<file path="config.mk">
export PLATFORM = sky130hd
export DESIGN_NAME = rename_unit_nw
export DESIGN_NICKNAME = d
export VERILOG_FILES = /design/src/rtl/rename_unit_nw.sv
export SDC_FILE = /design/constraint.sdc
export NUM_CORES = 2
export LEC_CHECK = 0
export CAP_MARGIN = 25
export CORE_MARGIN = 4
export CORE_UTILIZATION = 45
export CTS_BUF_LIST = sky130_fd_sc_hd__clkbuf_8
export DETAILED_ROUTE_END_ITERATION = 8
export MAX_ROUTING_LAYER = met4
export PLACE_DENSITY_LB_ADDON = 0.08
export SLEW_MARGIN = 25
export SYNTH_ARGS = -nofsm -noshare
export SYNTH_HDL_FRONTEND = slang
export SYNTH_SLANG_ARGS = --single-unit
</file>
<file path="constraint.sdc">
create_clock -name clk -period 19.9 [get_ports clk]
set_clock_uncertainty 0.2 [all_clocks]
set_input_delay 1.99 -clock clk [delete_from_list [all_inputs] [get_ports clk]]
set_output_delay 1.99 -clock clk [all_outputs]
set_load 0.1 [all_outputs]
</file>
<file path="src/rtl/rename_unit_nw.sv">
`default_nettype none
// ============================================================================
// Module      : rename_unit_nw
// Description : N-wide register rename stage. It holds a speculative map, a
//               retirement map and a circular physical free list. It handles
//               intra-group bypass, old-destination reporting, multi-port
//               commit and single-cycle flush recovery.
// Revision    : 1.0 - initial release
// ============================================================================
module rename_unit_nw #(
   parameter int WIDTH     = 2,
   parameter int COMMIT_W  = 2,
   parameter int ARCH_REGS = 32,
   parameter int PHYS_REGS = 64
) (
   input  logic                                       clk,
   input  logic                                       reset,
   input  logic [WIDTH-1:0]                           in_valid,
   output logic                                       in_ready,
   input  logic [WIDTH-1:0][$clog2(ARCH_REGS)-1:0]    in_rs1,
   input  logic [WIDTH-1:0][$clog2(ARCH_REGS)-1:0]    in_rs2,
   input  logic [WIDTH-1:0][$clog2(ARCH_REGS)-1:0]    in_rd,
   input  logic [WIDTH-1:0]                           in_rd_valid,
   output logic [WIDTH-1:0]                           out_valid,
   input  logic                                       out_ready,
   output logic [WIDTH-1:0][$clog2(PHYS_REGS)-1:0]    out_prs1,
   output logic [WIDTH-1:0][$clog2(PHYS_REGS)-1:0]    out_prs2,
   output logic [WIDTH-1:0][$clog2(PHYS_REGS)-1:0]    out_prd,
   output logic [WIDTH-1:0][$clog2(PHYS_REGS)-1:0]    out_old_prd,
   output logic [WIDTH-1:0]                           out_rd_valid,
   input  logic [COMMIT_W-1:0]                        commit_valid,
   input  logic [COMMIT_W-1:0][$clog2(ARCH_REGS)-1:0] commit_arch_rd,
   input  logic [COMMIT_W-1:0][$clog2(PHYS_REGS)-1:0] commit_prd,
   input  logic [COMMIT_W-1:0][$clog2(PHYS_REGS)-1:0] commit_old_prd,
   input  logic                                       flush,
   output logic [$clog2(PHYS_REGS):0]                 free_count
);

   localparam int AW       = $clog2(ARCH_REGS);
   localparam int PW       = $clog2(PHYS_REGS);
   localparam int FL_DEPTH = PHYS_REGS - ARCH_REGS;
   localparam int FIDX_W   = (FL_DEPTH > 1) ? $clog2(FL_DEPTH) : 1;
   localparam int PTR_W    = PW + 1;   // free-list pointer: range 0 .. 2*FL_DEPTH-1
   localparam int CNT_W    = PW + 1;
   localparam logic [PTR_W:0] c_ptr_mod = (PTR_W+1)'(2 * FL_DEPTH);

   // Pointer arithmetic modulo 2*FL_DEPTH; the upper half acts as the wrap bit
   function automatic logic [PTR_W-1:0] ptr_add(input logic [PTR_W-1:0] p,
                                                input logic [CNT_W-1:0] n);
      logic [PTR_W:0] s;
      s = {1'b0, p} + {1'b0, n};
      if (s >= c_ptr_mod) s = s - c_ptr_mod;
      return PTR_W'(s);
   endfunction

   function automatic logic [FIDX_W-1:0] ptr_idx(input logic [PTR_W-1:0] p);
      logic [PTR_W-1:0] r;
      r = (p >= PTR_W'(FL_DEPTH)) ? p - PTR_W'(FL_DEPTH) : p;
      return FIDX_W'(r);
   endfunction

   function automatic logic [CNT_W-1:0] ptr_diff(input logic [PTR_W-1:0] t,
                                                 input logic [PTR_W-1:0] h);
      logic [PTR_W:0] s;
      s = {1'b0, t} - {1'b0, h};
      if (t < h) s = s + c_ptr_mod;
      return CNT_W'(s);
   endfunction

   logic [PW-1:0]             r_spec_map [ARCH_REGS];
   logic [PW-1:0]             r_ret_map  [ARCH_REGS];
   logic [PW-1:0]             r_fl       [FL_DEPTH];
   logic [PTR_W-1:0]          r_head, r_commit_head, r_tail;
   logic [CNT_W-1:0]          r_free_count;
   logic [WIDTH-1:0]          r_out_valid, r_out_rd_valid;
   logic [WIDTH-1:0][PW-1:0]  r_out_prs1, r_out_prs2, r_out_prd, r_out_old_prd;

   logic [WIDTH-1:0]             w_need;
   logic [CNT_W-1:0]             w_alloc_cnt, w_commit_cnt;
   logic [WIDTH-1:0][PW-1:0]     w_prd, w_old_prd, w_prs1, w_prs2;
   logic [PTR_W-1:0]             w_head_alloc, w_head_next, w_tail_next, w_chead_next;
   logic [PW-1:0]                w_ret_next [ARCH_REGS];
   logic [COMMIT_W-1:0][FIDX_W-1:0] w_push_idx;
   logic                         w_in_ready, w_accept;

   // Allocate from the free list in lane order and resolve sources with intra-group bypass
   always_comb begin
      logic [PTR_W-1:0] ptr;
      w_need      = '0;
      w_alloc_cnt = '0;
      w_prd       = '0;
      w_old_prd   = '0;
      w_prs1      = '0;
      w_prs2      = '0;
      ptr         = r_head;
      for (int i = 0; i < WIDTH; i++) begin
         w_need[i] = in_valid[i] && in_rd_valid[i] && (in_rd[i] != AW'(0));
         if (w_need[i]) begin
            w_prd[i]    = r_fl[ptr_idx(ptr)];
            ptr         = ptr_add(ptr, CNT_W'(1));
            w_alloc_cnt = w_alloc_cnt + CNT_W'(1);
         end
      end
      w_head_alloc = ptr;
      for (int j = 0; j < WIDTH; j++) begin
         w_prs1[j] = (in_rs1[j] == AW'(0)) ? '0 : r_spec_map[in_rs1[j]];
         w_prs2[j] = (in_rs2[j] == AW'(0)) ? '0 : r_spec_map[in_rs2[j]];
         if (w_need[j]) w_old_prd[j] = r_spec_map[in_rd[j]];
         // Ascending scan leaves the highest earlier matching lane in place
         for (int i = 0; i < j; i++) begin
            if (w_need[i] && (in_rd[i] == in_rs1[j])) w_prs1[j] = w_prd[i];
            if (w_need[i] && (in_rd[i] == in_rs2[j])) w_prs2[j] = w_prd[i];
            if (w_need[j] && w_need[i] && (in_rd[i] == in_rd[j])) w_old_prd[j] = w_prd[i];
         end
      end
   end

   // Apply commits: retirement map update (later slot wins) and free-list pushes
   always_comb begin
      logic [PTR_W-1:0] t;
      w_ret_next   = r_ret_map;
      w_push_idx   = '0;
      w_commit_cnt = '0;
      t            = r_tail;
      for (int k = 0; k < COMMIT_W; k++) begin
         if (commit_valid[k]) begin
            if (commit_arch_rd[k] != AW'(0)) w_ret_next[commit_arch_rd[k]] = commit_prd[k];
            w_push_idx[k] = ptr_idx(t);
            t             = ptr_add(t, CNT_W'(1));
            w_commit_cnt  = w_commit_cnt + CNT_W'(1);
         end
      end
      w_tail_next  = t;
      w_chead_next = ptr_add(r_commit_head, w_commit_cnt);
   end

   // Group handshake and next allocation head (flush rewinds to the commit head)
   always_comb begin
      w_in_ready = !flush && (!(|r_out_valid) || out_ready) && (r_free_count >= w_alloc_cnt);
      w_accept   = w_in_ready && (|in_valid);
      if (flush)         w_head_next = w_chead_next;
      else if (w_accept) w_head_next = w_head_alloc;
      else               w_head_next = r_head;
   end

   // State update: maps, free list, pointers and the registered output group
   always_ff @(posedge clk or posedge reset) begin
      if (reset) begin
         for (int i = 0; i < ARCH_REGS; i++) begin
            r_spec_map[i] <= PW'(i);
            r_ret_map[i]  <= PW'(i);
         end
         for (int i = 0; i < FL_DEPTH; i++) r_fl[i] <= PW'(ARCH_REGS + i);
         r_head         <= '0;
         r_commit_head  <= '0;
         r_tail         <= PTR_W'(FL_DEPTH);
         r_free_count   <= CNT_W'(FL_DEPTH);
         r_out_valid    <= '0;
         r_out_rd_valid <= '0;
         r_out_prs1     <= '0;
         r_out_prs2     <= '0;
         r_out_prd      <= '0;
         r_out_old_prd  <= '0;
      end else begin
         r_ret_map <= w_ret_next;
         for (int k = 0; k < COMMIT_W; k++) begin
            if (commit_valid[k]) r_fl[w_push_idx[k]] <= commit_old_prd[k];
         end
         r_tail        <= w_tail_next;
         r_commit_head <= w_chead_next;
         r_head        <= w_head_next;
         r_free_count  <= ptr_diff(w_tail_next, w_head_next);
         if (flush) begin
            r_spec_map  <= w_ret_next;
            r_out_valid <= '0;
         end else if (w_accept) begin
            // Later lanes assign last, so the highest lane owns the final mapping
            for (int i = 0; i < WIDTH; i++) begin
               if (w_need[i]) r_spec_map[in_rd[i]] <= w_prd[i];
            end
            r_out_valid    <= in_valid;
            r_out_rd_valid <= w_need;
            r_out_prs1     <= w_prs1;
            r_out_prs2     <= w_prs2;
            r_out_prd      <= w_prd;
            r_out_old_prd  <= w_old_prd;
         end else if (out_ready) begin
            r_out_valid <= '0;
         end
      end
   end

   assign in_ready     = w_in_ready;
   assign out_valid    = r_out_valid;
   assign out_rd_valid = r_out_rd_valid;
   assign out_prs1     = r_out_prs1;
   assign out_prs2     = r_out_prs2;
   assign out_prd      = r_out_prd;
   assign out_old_prd  = r_out_old_prd;
   assign free_count   = r_free_count;

endmodule
`default_nettype wire

</file>
# == Word-level counts from Yosys, hierarchy flattened ==
# Cells that the tools add are included.
# word_totals
in_bits,74
out_inout_bits,60
elab_cells,296
ff_bits,656
# op_classes
n_lt_le_gt_ge,29
n_mux,90
n_reduce_logical,33
bitwise,13
add_sub_neg,18
n_eq_ne,3
# op_table
cell,count
$mux 192,12
$bwmux 192,6
$bmux 6 s5,8
$mux 6,33
$demux 6 s5,6
$mux 7,14
$ge 6x6->1 const B,12
$not 5->6,12
$ge 8x7->1 const B,5
$lt 6x1->1 const B,6
$sub 7x7->7 const B,5
$add 7x1->8 const B,4
$mux 5,6
$ge 7x6->1 const B,4
$logic_not 5->1,4
$reduce_bool 5->1,4
$sub 5x1->5 const B,4
$logic_and 1x1->1,17
$eq 5x5->1,3
$add 7x1->7 const B,2
$add 7x7->8,1
$add 7x7->7 const B,1
$ge 7x7->1,1
$lt 7x7->1,1
other kinds (10),15

# == Longest topological paths before layout ==
# depth
ltp_word,15
depth_mapped,24
ltp_nobuf,22

# == Least setup slack after synthesis ==
# Ideal clock, no wire load.
# synth_timing
path_kind,in2out
start,input in_rd[5] (netlist bit)
end,output in_ready
stages,10
n_path_buf,2
required_ns,17.710
t_arrival_ns,5.202
setup_slack_ns,12.508
path_cell_list,clkbuf_1 > or2_2 > clkbuf_1 > nor4_1 > nor2_1 > ha_1 > ha_1 > o21ai_0 > a41o_1 > nor2_1
# synth_via
elab_chain_cells,5
# synth_lines
item,line_no,rtl
"start, declared",22,"input logic [WIDTH-1:0][$clog2(ARCH_REGS)-1:0] in_rd,"
$reduce_bool 5->1,97,w_need[i] = in_valid[i] && in_rd_valid[i] && (in_rd[i] != AW'(0));
$logic_and 1x1->1,97,
named net w_need[1],78,logic [WIDTH-1:0] w_need;
$mux 7,98,if (w_need[i]) begin
$ge 7x7->1,139,w_in_ready = !flush && (!(|r_out_valid) || out_ready) && (r_free_count >= w_alloc_cnt);
$logic_and 1x1->1,139,
"end, declared",19,"output logic in_ready,"
# The timed path passes the listed nets, and every way through them passes these cells.

# == Final worst setup path ==
# layout_timing
start,input in_rd[3] (netlist bit)
end,output in_ready
# layout_via
elab_chain_cells,7
# layout_lines
item,line_no,rtl
$reduce_bool 5->1 *,97,
$logic_and 1x1->1 *,97,
$mux 1 *,98,
$add 7x1->7,101,w_alloc_cnt = w_alloc_cnt + CNT_W'(1);
$mux 7 *,98,
$ge 7x7->1 *,139,
$logic_and 1x1->1 *,139,
# Every way passes the cells marked *; elsewhere a longest branch is shown, timed or not.

==> metrics <==
status=complete, but fails checks; failing checks=design-rule violations; mean cell area of the mapped netlist=10.1 µm²; most common cell in the synthesized netlist=mux2i_1; Max stage delay cell, worst path=clkdlybuf4s50_1; footprint of the multi-input gates=0.0265 mm²; Synth Cell Area=0.0450 mm²; DRC Markers=9; RSZ-0062 raised after global routing=false; Clock Sinks=656; Post-Synth Simple-Gate Area=9.95%; Reg clk slew, reported paths=0.06 ns; r2r endpoint=r_spec_map[34]; leading area contributor after synthesis=dfrtp_1; Final nets=4486; vias per cell=7.07; H-tree depth reported by CTS=3; post-CTS sizing=0; I/O Buffers=133; FF+latch area=0.0168 mm²; io pins=134; Placed Cells=5555; die area=0.105 mm²; die height=324 µm; fmax=117 MHz; Synth Warn #=0; overall routed net length=211 mm; Critical path origin=in_rd[3]; post-route clock period utilization=43.0%; CP cell instances=clkdlybuf4s50_1 > or3_4 > o21ai_1 > inv_1 > ha_1 > ha_1 > o21ai_0 > a41o_1 > nor2_1 > clkdlybuf4s50_1; Syn-to-layout area delta=10.7%; Final WS setup=11.35 ns; mux contribution to synthesized area=28.0%; Synth top area share=21.2%; first-iteration detailed-routing DRC count=6578; clk buf depth=3; sequential share of the synthesized area=37.2%; vias in the first global route=39000; Filler cells=9135; share of layout cells above drive strength 1=21.6%; Post-CTS Hold Fix Bufs=0; EDFF count, synth=0; Peak VDD IR=0.148 mV; CP Max Fanout=17; gp weighted congestion=1.10; hold crit path type=reg -> reg; dpl ws=11.35 ns; root buf cell=clkbuf_8; worst setup path end=in_ready; first-pass GRT wire length=297 mm; Startpoint Class=primary input; CTS tree=done; Non-Filler Instances=5794; row count=115; WL/cell=36.4 µm; Core ar.=0.0989 mm²; worst hold slack=0.176 ns; Initial Util=45.5%; Compound-Gate Fraction of Synth Area=19.1%; R2R depth=11; total track usage=40.8%; post-CTS setup buffer count=0; largest cells by area after synthesis=dfrtp_1, dfstp_2, mux2i_1; Final min period=8.55 ns; Remaining Overflow, GRT=0; post-synthesis xor/xnor area fraction=0.779%; number of antenna violations at the first check in global routing=17; Max-slew headroom=27.2%; Final Setup Violations=0; main combinational cell family by area after synthesis=multiplexers; Worst-Skew Late Latency=0.84 ns; Post-Synth Adder-Cell Area=0.729%; Yosys cell types=83; power per cell area=148 mW/mm²; Detail Placement HPWL=143 mm; Commonest cells post-synth=mux2i_1, o21ai_0, nand2_1; via count=41000; Most used DFF post-synth=dfrtp_1; flops & latches, synth=656; antenna-violating nets left=0; gate count of the mapped netlist=4448; Num CTS Buffers=117; Max-cap violations=0; post-synthesis async set-or-reset flop share=100%; FF-to-FF setup slack=14.21 ns; worst slew pin tran=1.09 ns; Slew Limit Fails=0; Final Hold Fails=0; slowest cell delay on critical path=1.17 ns; die width=324 µm; Sum Neg Setup Slack=0 ns; Pre-Repair DR Iteration Count=9; LEAKAGE=0.0197 µW; Critical Path AT=6.36 ns; pin count of the biggest net entering global routing=148; Worst R2R Start=r_head[1]; Crit path required time=17.71 ns; Setup CP Type=in -> out; syn nets=4547; critical path endpoint category=output port
-- area by class of cell --
class / count / share of cell area [%]
Antenna cell: 16 / 0.0804
Multi-Input combinational cell: 3332 / 53.1
Inverter: 34 / 0.269
Sequential cell: 656 / 33.7
Timing Repair Buffer: 246 / 4.25
Clock buffer: 161 / 4.45
Tap cell: 1287 / 3.23
Clock inverter: 62 / 0.920
-- layout by cell type, fill, tap and decap left out, drive strengths merged, types with 18 or more instances in the layout --
cell,count
mux2i,650
o21ai,530
nand2,489
dfrtp,382
nor2,329
dfstp,274
mux4,256
a21oi,224
a222oi,190
clkbuf,161
buf,135
clkdlybuf4s50,111
a22oi,71
a221oi,64
inv,62
nand3,50
o22ai,41
nor3,41
mux2,30
o211ai,30
clkinv,25
xnor2,24
ha,23
a32oi,20
and3,19
o221ai,18
nor2b,18
-- routing by layer --
layer | global-route usage, % | vias up | wire [µm]
li1 | - | 17000 | -
met1 | 48.3 | 20400 | 75700
met2 | 61.9 | 2744 | 95300
met3 | 8.80 | 832 | 20400
met4 | 29.2 | 0 | 19600
met5 | - | - | 0
-- state kept, by name, indices dropped and copies added, names as in the netlist, 12 cells and up --
register and count:
out_prs2 12, r_ret_map 192, r_fl 192, out_old_prd 12
out_prs1 12, r_spec_map 192, out_prd 12
-- worst min path at each step --
| stage | end | slack, ns | cells after the start | from |
|---|---|---|---|---|
| finish | r_ret_map[191] | 0.18 | 0 | r_ret_map[191] |
| global route | r_ret_map[190] | 0.19 | 0 | r_ret_map[190] |
| CTS | r_ret_map[188] | 0.18 | 0 | r_ret_map[188] |
| detailed placement | r_ret_map[188] | 0.16 | 0 | r_ret_map[188] |
| global placement | r_ret_map[187] | 0.16 | 0 | r_ret_map[187] |
| floorplan | r_ret_map[186] | 0.22 | 1 | r_ret_map[186] |
-- per-stage QoR --
stage | util [%] | instance area, µm² | power [µW]
2_1_floorplan | - | 45000 | 4400
3_3_place_gp | 47.6 | 47000 | 5800
3_5_place_dp | 47.6 | 47100 | 5840
4_1_cts | 50.3 | 49700 | 7270
5_1_grt | 50.4 | 49800 | 7600
6_report | 50.4 | 49800 | 7380
-- report_power, final --
group,internal (µW),leakage [µW],switching (µW),total [µW]
logic,1140,0.0105,2410,3550
clock network,789,0.00150,636,1430
registers,1900,0.00767,513,2410
total,3830,0.0197,3560,7380
-- cell families after synthesis --
| logic type | Yosys count |
|---|---|
| and+or+nand+nor | 1043 |
| buffers and inverters | 460 |
| xor gates and xnor gates | 40 |
| muxes | 936 |
| adders and majority gates | 25 |
| DFF | 656 |
| AOI/OAI and AO/OA | 1288 |
-- critical path: cells and delay by family --
family / cells / cell delay (ns)
buf+inv: 3 / 2.21
simple gates: 2 / 0.87
fa+ha+maj: 2 / 0.68
compound gates: 3 / 0.60
(Power assumes the default switching activity.)
